===== src/rtl/vanilla_instr_encoder.sv =====
// vanilla_instr_encoder
//   Turns compact instruction commands into RV32 machine words for the vanilla
//   core decoder (tile bring-up, test sequencers, remote instruction loading).
//   The LI pseudo-op expands into one or two words; every other legal command
//   becomes exactly one word. Both sides use valid/ready handshakes, so a
//   two-word expansion can be held off by the consumer.
//
// Ports
//   clk_i            clock
//   reset_n_i        asynchronous active-low reset
//   v_i / ready_o    command handshake (accepted when v_i & ready_o)
//   cmd_i            command code (0..9 legal, 10..15 illegal)
//   rd_i/rs1_i/rs2_i register indices
//   imm_i            immediate; CSR address in [11:0]
//   v_o / yumi_i     instruction word handshake (yumi_i only legal with v_o)
//   instr_o          registered instruction word
//   last_o           final word of the current command's expansion
//   illegal_o        one-cycle pulse after an unsupported command is accepted
//   emitted_count_o  words consumed, wraps modulo 2^cnt_width_p
module vanilla_instr_encoder #(
   parameter int unsigned cnt_width_p = 16
) (
   input  logic                   clk_i,
   input  logic                   reset_n_i,
   input  logic                   v_i,
   output logic                   ready_o,
   input  logic [3:0]             cmd_i,
   input  logic [4:0]             rd_i,
   input  logic [4:0]             rs1_i,
   input  logic [4:0]             rs2_i,
   input  logic [31:0]            imm_i,
   output logic                   v_o,
   output logic [31:0]            instr_o,
   output logic                   last_o,
   input  logic                   yumi_i,
   output logic                   illegal_o,
   output logic [cnt_width_p-1:0] emitted_count_o
);

   typedef enum logic [1:0] {
      ST_EMPTY = 2'd0,
      ST_HOLD  = 2'd1,
      ST_HOLD2 = 2'd2
   } state_e;

   typedef enum logic [3:0] {
      CMD_NOP     = 4'd0,
      CMD_ADDI    = 4'd1,
      CMD_ADD     = 4'd2,
      CMD_LW      = 4'd3,
      CMD_SW      = 4'd4,
      CMD_LI      = 4'd5,
      CMD_FENCE   = 4'd6,
      CMD_CSRRW   = 4'd7,
      CMD_MUL     = 4'd8,
      CMD_AMOSWAP = 4'd9
   } cmd_e;

   localparam logic [6:0] OP_IMM = 7'b0010011;
   localparam logic [6:0] OP_REG = 7'b0110011;
   localparam logic [6:0] OP_LD  = 7'b0000011;
   localparam logic [6:0] OP_ST  = 7'b0100011;
   localparam logic [6:0] OP_LUI = 7'b0110111;
   localparam logic [6:0] OP_SYS = 7'b1110011;
   localparam logic [6:0] OP_AMO = 7'b0101111;

   state_e                 state_q, state_d;
   logic [31:0]            instr_q, instr_d;
   logic [31:0]            pend_q,  pend_d;
   logic                   illegal_q, illegal_d;
   logic [cnt_width_p-1:0] count_q, count_d;

   // Encoder outputs for the command currently on the input port.
   logic [31:0] enc_w0, enc_w1;
   logic        enc_two;
   logic        enc_ill;

   logic [11:0] imm12;
   logic        li_fits;
   logic [31:0] li_round;
   logic        accept;
   logic        take;

   assign imm12    = imm_i[11:0];
   assign li_fits  = (imm_i == {{20{imm12[11]}}, imm12});
   // Adding 0x800 pre-compensates for the sign-extended ADDI that follows the LUI.
   assign li_round = imm_i + 32'h0000_0800;

   always_comb begin
      enc_w0  = 32'h0000_0013;
      enc_w1  = '0;
      enc_two = 1'b0;
      enc_ill = 1'b0;
      unique case (cmd_i)
         CMD_NOP:     enc_w0 = 32'h0000_0013;
         CMD_ADDI:    enc_w0 = {imm12, rs1_i, 3'b000, rd_i, OP_IMM};
         CMD_ADD:     enc_w0 = {7'b0000000, rs2_i, rs1_i, 3'b000, rd_i, OP_REG};
         CMD_LW:      enc_w0 = {imm12, rs1_i, 3'b010, rd_i, OP_LD};
         CMD_SW:      enc_w0 = {imm12[11:5], rs2_i, rs1_i, 3'b010, imm12[4:0], OP_ST};
         CMD_LI: begin
            if (li_fits) begin
               enc_w0 = {imm12, 5'd0, 3'b000, rd_i, OP_IMM};
            end else begin
               enc_w0  = {li_round[31:12], rd_i, OP_LUI};
               enc_w1  = {imm12, rd_i, 3'b000, rd_i, OP_IMM};
               enc_two = (imm12 != 12'd0);
            end
         end
         CMD_FENCE:   enc_w0 = 32'h0FF0_000F;
         CMD_CSRRW:   enc_w0 = {imm12, rs1_i, 3'b001, rd_i, OP_SYS};
         CMD_MUL:     enc_w0 = {7'b0000001, rs2_i, rs1_i, 3'b000, rd_i, OP_REG};
         CMD_AMOSWAP: enc_w0 = {5'b00001, 1'b0, 1'b0, rs2_i, rs1_i, 3'b010, rd_i, OP_AMO};
         default:     enc_ill = 1'b1;
      endcase
   end

   assign v_o             = (state_q != ST_EMPTY);
   assign last_o          = (state_q == ST_HOLD);
   assign ready_o         = (state_q == ST_EMPTY) | ((state_q == ST_HOLD) & yumi_i);
   assign instr_o         = instr_q;
   assign illegal_o       = illegal_q;
   assign emitted_count_o = count_q;

   assign accept = v_i & ready_o;
   // A yumi_i with nothing held is a protocol error and is ignored.
   assign take   = yumi_i & v_o;

   always_comb begin
      state_d   = state_q;
      instr_d   = instr_q;
      pend_d    = pend_q;
      illegal_d = 1'b0;
      count_d   = take ? count_q + cnt_width_p'(1) : count_q;

      unique case (state_q)
         ST_EMPTY: ;
         ST_HOLD:  if (take) state_d = ST_EMPTY;
         ST_HOLD2: begin
            if (take) begin
               state_d = ST_HOLD;
               instr_d = pend_q;
            end
         end
         default:  state_d = ST_EMPTY;
      endcase

      // Acceptance is only possible from EMPTY or from HOLD while its word is
      // being taken, so a new command always overrides the drain step above.
      if (accept) begin
         if (enc_ill) begin
            illegal_d = 1'b1;
            state_d   = ST_EMPTY;
         end else begin
            instr_d = enc_w0;
            pend_d  = enc_w1;
            state_d = enc_two ? ST_HOLD2 : ST_HOLD;
         end
      end
   end

   always_ff @(posedge clk_i or negedge reset_n_i) begin
      if (!reset_n_i) begin
         state_q   <= ST_EMPTY;
         instr_q   <= '0;
         pend_q    <= '0;
         illegal_q <= 1'b0;
         count_q   <= '0;
      end else begin
         state_q   <= state_d;
         instr_q   <= instr_d;
         pend_q    <= pend_d;
         illegal_q <= illegal_d;
         count_q   <= count_d;
      end
   end

endmodule

===== config.mk =====
export PLATFORM = sky130hd
export DESIGN_NAME = vanilla_instr_encoder
export DESIGN_NICKNAME = d
export VERILOG_FILES = /design/src/rtl/vanilla_instr_encoder.sv
export SDC_FILE = /design/constraint.sdc
export NUM_CORES = 1
export LEC_CHECK = 0
export BUFFER_PORTS_ARGS = -buffer_cell sky130_fd_sc_hd__buf_4
export CORE_MARGIN = 3
export CORE_UTILIZATION = 53
export CTS_CLUSTER_DIAMETER = 200
export DETAILED_ROUTE_END_ITERATION = 8
export PLACE_DENSITY = 0.88
export SLEW_MARGIN = 30
export SYNTH_ARGS = -nofsm -noshare
export SYNTH_HDL_FRONTEND = slang
export SYNTH_SLANG_ARGS = --single-unit

===== constraint.sdc =====
create_clock -name clk_i -period 2.2 [get_ports clk_i]
set_input_delay 0.66 -clock clk_i [delete_from_list [all_inputs] [get_ports clk_i]]
set_output_delay 0.66 -clock clk_i [all_outputs]
set_load 0.01 [all_outputs]

**Word-level counts from Yosys, hierarchy flattened**

Index checks and enable logic that the tools add are counted.

- Add/subtract/negate cells: 2
- Equality and inequality tests: 15
- Bitwise logic cells: 4
- Reduce and logical (&&, ||, !) cells: 7
- Muxes and demuxes: 18

Operators by type and width:

| cell | count |
|---|---|
| $pmux W32 S9 | 1 |
| $mux W32 | 7 |
| $add A32 B12 Y32 const B | 1 |
| $eq A20 B20 Y1 | 1 |
| $add A16 B1 Y16 const B | 1 |
| $eq A4 B3 Y1 const B | 4 |
| $reduce_bool A12 Y1 | 1 |
| $mux W2 | 5 |
| $reduce_or A10 Y1 | 1 |
| $eq A4 B2 Y1 const B | 2 |
| $eq A4 B4 Y1 const B | 2 |
| $pmux W2 S3 | 1 |
| $eq A4 B1 Y1 const B | 1 |
| $logic_not A4 Y1 | 1 |
| $mux W1 | 4 |
| $and A1 B1 Y1 | 3 |
| $ne A3 B1 Y1 const B | 1 |
| $ne A3 B3 Y1 const B | 1 |
| $reduce_and A3 Y1 | 1 |
| $eq A2 B1 Y1 const B | 1 |
| $eq A2 B2 Y1 const B | 1 |
| $logic_not A2 Y1 | 1 |
| $ne A2 B2 Y1 const B | 1 |
| $reduce_and A2 Y1 | 1 |
| other kinds (2) | 2 |

- Word-level logic and storage cells: 51
- Output and inout bits: 52
- Flip-flop bits (word level): 83
- Bits of input ports: 55

**Longest topological paths before layout**

- Depth after elaboration: 6
- Mapped depth: 8
- Mapped depth without buffers: 6

**Least setup slack after synthesis**

Ideal clock, no wire load.

- Path kind: input to register
- Start point: input imm_i[11]
- End point: register state_q[0]
- Buffers on the path: 1
- Library setup time: 126 ps
- Arrival: 2,370 ps
- Slack: -296 ps
- Data required time: 2,074 ps
- Stages on the path: 7
- Path through: ha_1 nand4b_1 a2bb2o_1 o221a_1 buf_6 or4_1 a221o_1

- Word-level cells in the longest chain between the ends: 6
- Elaborated cells on any way between the ends: 7
- Those cells by class: eq/ne: 1; mux: 5; reduce/logical: 1

Ends and longest elaborated chain:

| item | RTL line | text |
|---|---|---|
| start: declaration | 31 | `input logic [31:0] imm_i,` |
| $eq A20 B20 Y1 or $reduce_bool A12 Y1 (tied branches) | 85, 106 |  |
| $mux W1 * | 101 | `if (li_fits) begin` |
| $mux W1 * | 94 | `unique case (cmd_i)` |
| $mux W2 * | 156 | `state_d = enc_two ? ST_HOLD2 : ST_HOLD;` |
| $mux W2 * | 150 | `if (enc_ill) begin` |
| $mux W2 * | 149 | `if (accept) begin` |
| end signal: assignment | 169 | `state_q <= state_d;` |
| end: declaration | 67 | `state_e state_q, state_d;` |

Every way passes the cells marked *; elsewhere a longest branch is shown, timed or not.
A chain may end at the register's enable or synchronous reset.

**Final worst setup path**

- Start point: register state_q[0]
- End point: register instr_q[26] (netlist: instr_o[26])

- Word-level cells in the longest chain between the ends: 6
- Elaborated cells on any way between the ends: 12
- Those cells by class: eq/ne: 2; mux: 4; bitwise: 4; reduce/logical: 2

Ends and longest elaborated chain:

| item | RTL line | text |
|---|---|---|
| $reduce_bool A2 Y1 | 117 | `assign v_o = (state_q != ST_EMPTY);` |
| $and A1 B1 Y1 | 126 | `assign take = yumi_i & v_o;` |
| $mux W32 | 139 | `if (take) begin` |
| $mux W32 | 135 | `unique case (state_q)` |
| $mux W32 | 150 |  |
| $mux W32 * | 149 |  |
| net instr_d[26] | 68 | `logic [31:0] instr_q, instr_d;` |
| end signal: assignment | 170 | `instr_q <= instr_d;` |
| end: declaration | 68 |  |

Mark *: on every way through the listed nets, which the timed path passes. The rest lies on a longest branch.

==> flow_summary.json <==
{
  "finalHoldViolCount": 0,
  "drv_slew": 0,
  "h-tree-depth": 3,
  "clock_path_buffers": 2,
  "fin_cells": 707,
  "fp.coreArea_sq_um": 7290,
  "dpl_worst_slack_ns": -0.259,
  "post_cts_buffers": 0,
  "io_pins": 107,
  "finalWorstSetupSlack_ns": 0.0548,
  "die_area_sq_um": 8650,
  "grt_max_degree": 46,
  "p_switching_w": 0.00126,
  "peakVddDrop_mv": 0.403,
  "grt_pass1_vias": 4236,
  "clk_latency_ns": 0.36,
  "grt_overflow_total": 0,
  "vias_per_cell": 6.16,
  "power.internal_w": 0.00266,
  "layout-drive-gt1-share": 0.321,
  "maxCapViolations": 0,
  "route.met2.wl_um": 6370,
  "drc": 0,
  "grt_usage": 0.314,
  "pwr-share-clk": 0.308,
  "placed_cells": 691,
  "syn_inst": 446,
  "yosysWarnings": 0,
  "wl_per_cell_um": 18.9,
  "fp.dieH_um": 93.0,
  "cts_tree": "yes",
  "period_share": 0.975,
  "worst_setup_path_end_kind": "flop",
  "final.setup_skew_ns": 0.0131,
  "synth_top_cells_by_area": "dfrtp_1, nand2_1, xnor2_1",
  "place_congestion": 0.974,
  "max_freq_mhz": 466,
  "avgSynthCellArea_sq_um": 8.99,
  "num-fill-cells": 544,
  "layout.nets": 660,
  "grt_pass1_wl_um": 21200,
  "post_cts_resized": 0,
  "rsz0062_at_grt": "false",
  "drt_wl_total_um": 13400,
  "swShare": 0.321,
  "finalCriticalPeriod_ns": 2.15,
  "synth-edff-count": 0,
  "comb_power_share": 0.283,
  "vias": 4356,
  "status": "finished clean",
  "powerDensity_nw_per_um2": 699,
  "clk_pin_slew_ns": 0.09,
  "min_path_type": "input port to async pin",
  "p_leak_nw": 2.63,
  "cts_hold_buf": 0,
  "final_cell_mix": "buf_4, dfrtp_1, nand2_1",
  "synth_top_area_frac": 0.430,
  "top_layer_used": "met4",
  "first_pass_iters": 6,
  "synth_nets": 503,
  "arrival_ns": 2.36,
  "ys_seq_area_frac": 0.430,
  "relSlewSlack": 0.414,
  "syn_area_sq_um": 4010,
  "ys_ff_latch": 69,
  "synth_largest_area_cell": "dfrtp_1",
  "met1_length_um": 5460,
  "place_hpwl_um": 10200,
  "antenna_left": 0,
  "startpoint_type": "flop",
  "critPathKind": "flop to flop",
  "seqPwrFrac": 0.409,
  "antenna_found_initial": 0,
  "worst_slew_pin_slew_ns": 0.874,
  "fp.dieW_um": 93.0,
  "diodes": 0,
  "r2r_cells": 5,
  "met3_length_um": 1180,
  "first_iter_violations": 390,
  "final_common_cell": "buf_4",
  "cts_inserted_buffers": 9,
  "row_count": 31,
  "worstPathMaxFanout": 8,
  "root_buffer": "clkbuf_8",
  "setup_viol": 0,
  "start_util": 0.550,
  "clkSinkCount": 69,
  "required_ns": 2.41,
  "area_growth_pct": 40.0,
  "synthArstFlopShare": 1.00,
  "synth_ff_type": "dfrtp_1",
  "synth_cell_types": 52,
  "port_buffers": 106
}
[stage by stage]
stage          setup TNS, ns   util  area [sq um]  hold slack (ns)  power [W]
3_3_place_gp           -3.78  0.739          5390            0.459    0.00267
3_5_place_dp           -5.51  0.739          5390            0.471    0.00272
2_1_floorplan        -0.0765      -          4040            0.364    0.00208
5_1_grt                    0  0.770          5610            0.217    0.00409
4_1_cts                    0  0.770          5610            0.196    0.00392
6_report                   0  0.770          5610            0.201    0.00392
[flip-flops by register name, indices dropped and copies added (netlist names)]
register and cells:
pend_q 18, illegal_o 1, instr_o 32, state_q 2
emitted_count_o 16
[routing by layer]
layer  vias to the layer above  track usage
met3                        40       0.0515
met5                         -            0
met2                       260        0.516
met1                      2086        0.416
li1                       1970            -
met4                         0        0.122
[worst paths after layout]
path	from	end	slack, ns
worst max-delay path	state_q[0]	instr_o[26]	0.05
worst min-delay path	reset_n_i	emitted_count_o[10]	0.20
worst max register to register	state_q[0]	instr_o[26]	0.05
worst min register to register	emitted_count_o[15]	emitted_count_o[15]	0.49
max in group asynchronous	reset_n_i	pend_q[27]	1.45
min in group clk_i	emitted_count_o[15]	emitted_count_o[15]	0.49
[synth_stat cells (2+ instances only)]
cell / instances
dfrtp_1: 69
nand2_1: 63
a21oi_1: 37
nor2_1: 22
xnor2_1: 22
clkbuf_1: 17
nand3_1: 14
o22ai_1: 14
xor2_1: 14
o21ai_0: 13
a22o_1: 12
inv_1: 12
nand4_1: 12
nor3_1: 12
a221o_1: 11
a22oi_1: 10
nor4_1: 8
mux2i_1: 7
nor2b_1: 7
and3_1: 6
o21a_1: 6
o221ai_1: 6
a21boi_0: 5
buf_1: 5
a211oi_1: 3
and4_1: 3
nor3b_1: 3
or3_1: 3
a211o_1: 2
a31oi_1: 2
ha_1: 2
o211ai_1: 2
o32ai_1: 2
or2_2: 2
[cells by family after synthesis]
kind of cell             after synthesis  share of synthesized area
AND/OR/NAND/NOR                      163                      0.200
flip-flops                            69                      0.430
multiplexers                           8                     0.0203
adder cells (fa/ha/maj)                3                    0.00873
AO/OA/AOI/OAI                        131                      0.226
buffers and inverters                 36                     0.0359
XOR/XNOR                              36                     0.0786
[layout make-up]
class	instances	area (sq um)	share of cell area
Sequential cell	69	1730	0.308
Inverter	12	45.0	0.00802
Clock buffer	9	124	0.0221
Tap cell	99	124	0.0221
Multi-Input combinational cell	341	2160	0.385
Clock inverter	7	105	0.0187
Timing Repair Buffer	170	1330	0.236
[critical path: stages (launching register included)]
cell and delay [ns]:
dfrtp_1 0.48, and3b_1 0.62, mux2i_1 0.32, o22ai_1 0.14
a21oi_1 0.28, o211ai_1 0.17
[power groups by stage]
stage / Sequential [W] / Combinational [W] / Clock (W)
finish: 0.00161 / 0.00111 / 0.00121
floorplan: 0.00166 / 0.000427 / 0
detailed placement: 0.00162 / 0.00110 / 0
global route: 0.00163 / 0.00120 / 0.00126
CTS: 0.00160 / 0.00111 / 0.00121
global placement: 0.00161 / 0.00106 / 0
(Power assumes the default switching activity.)
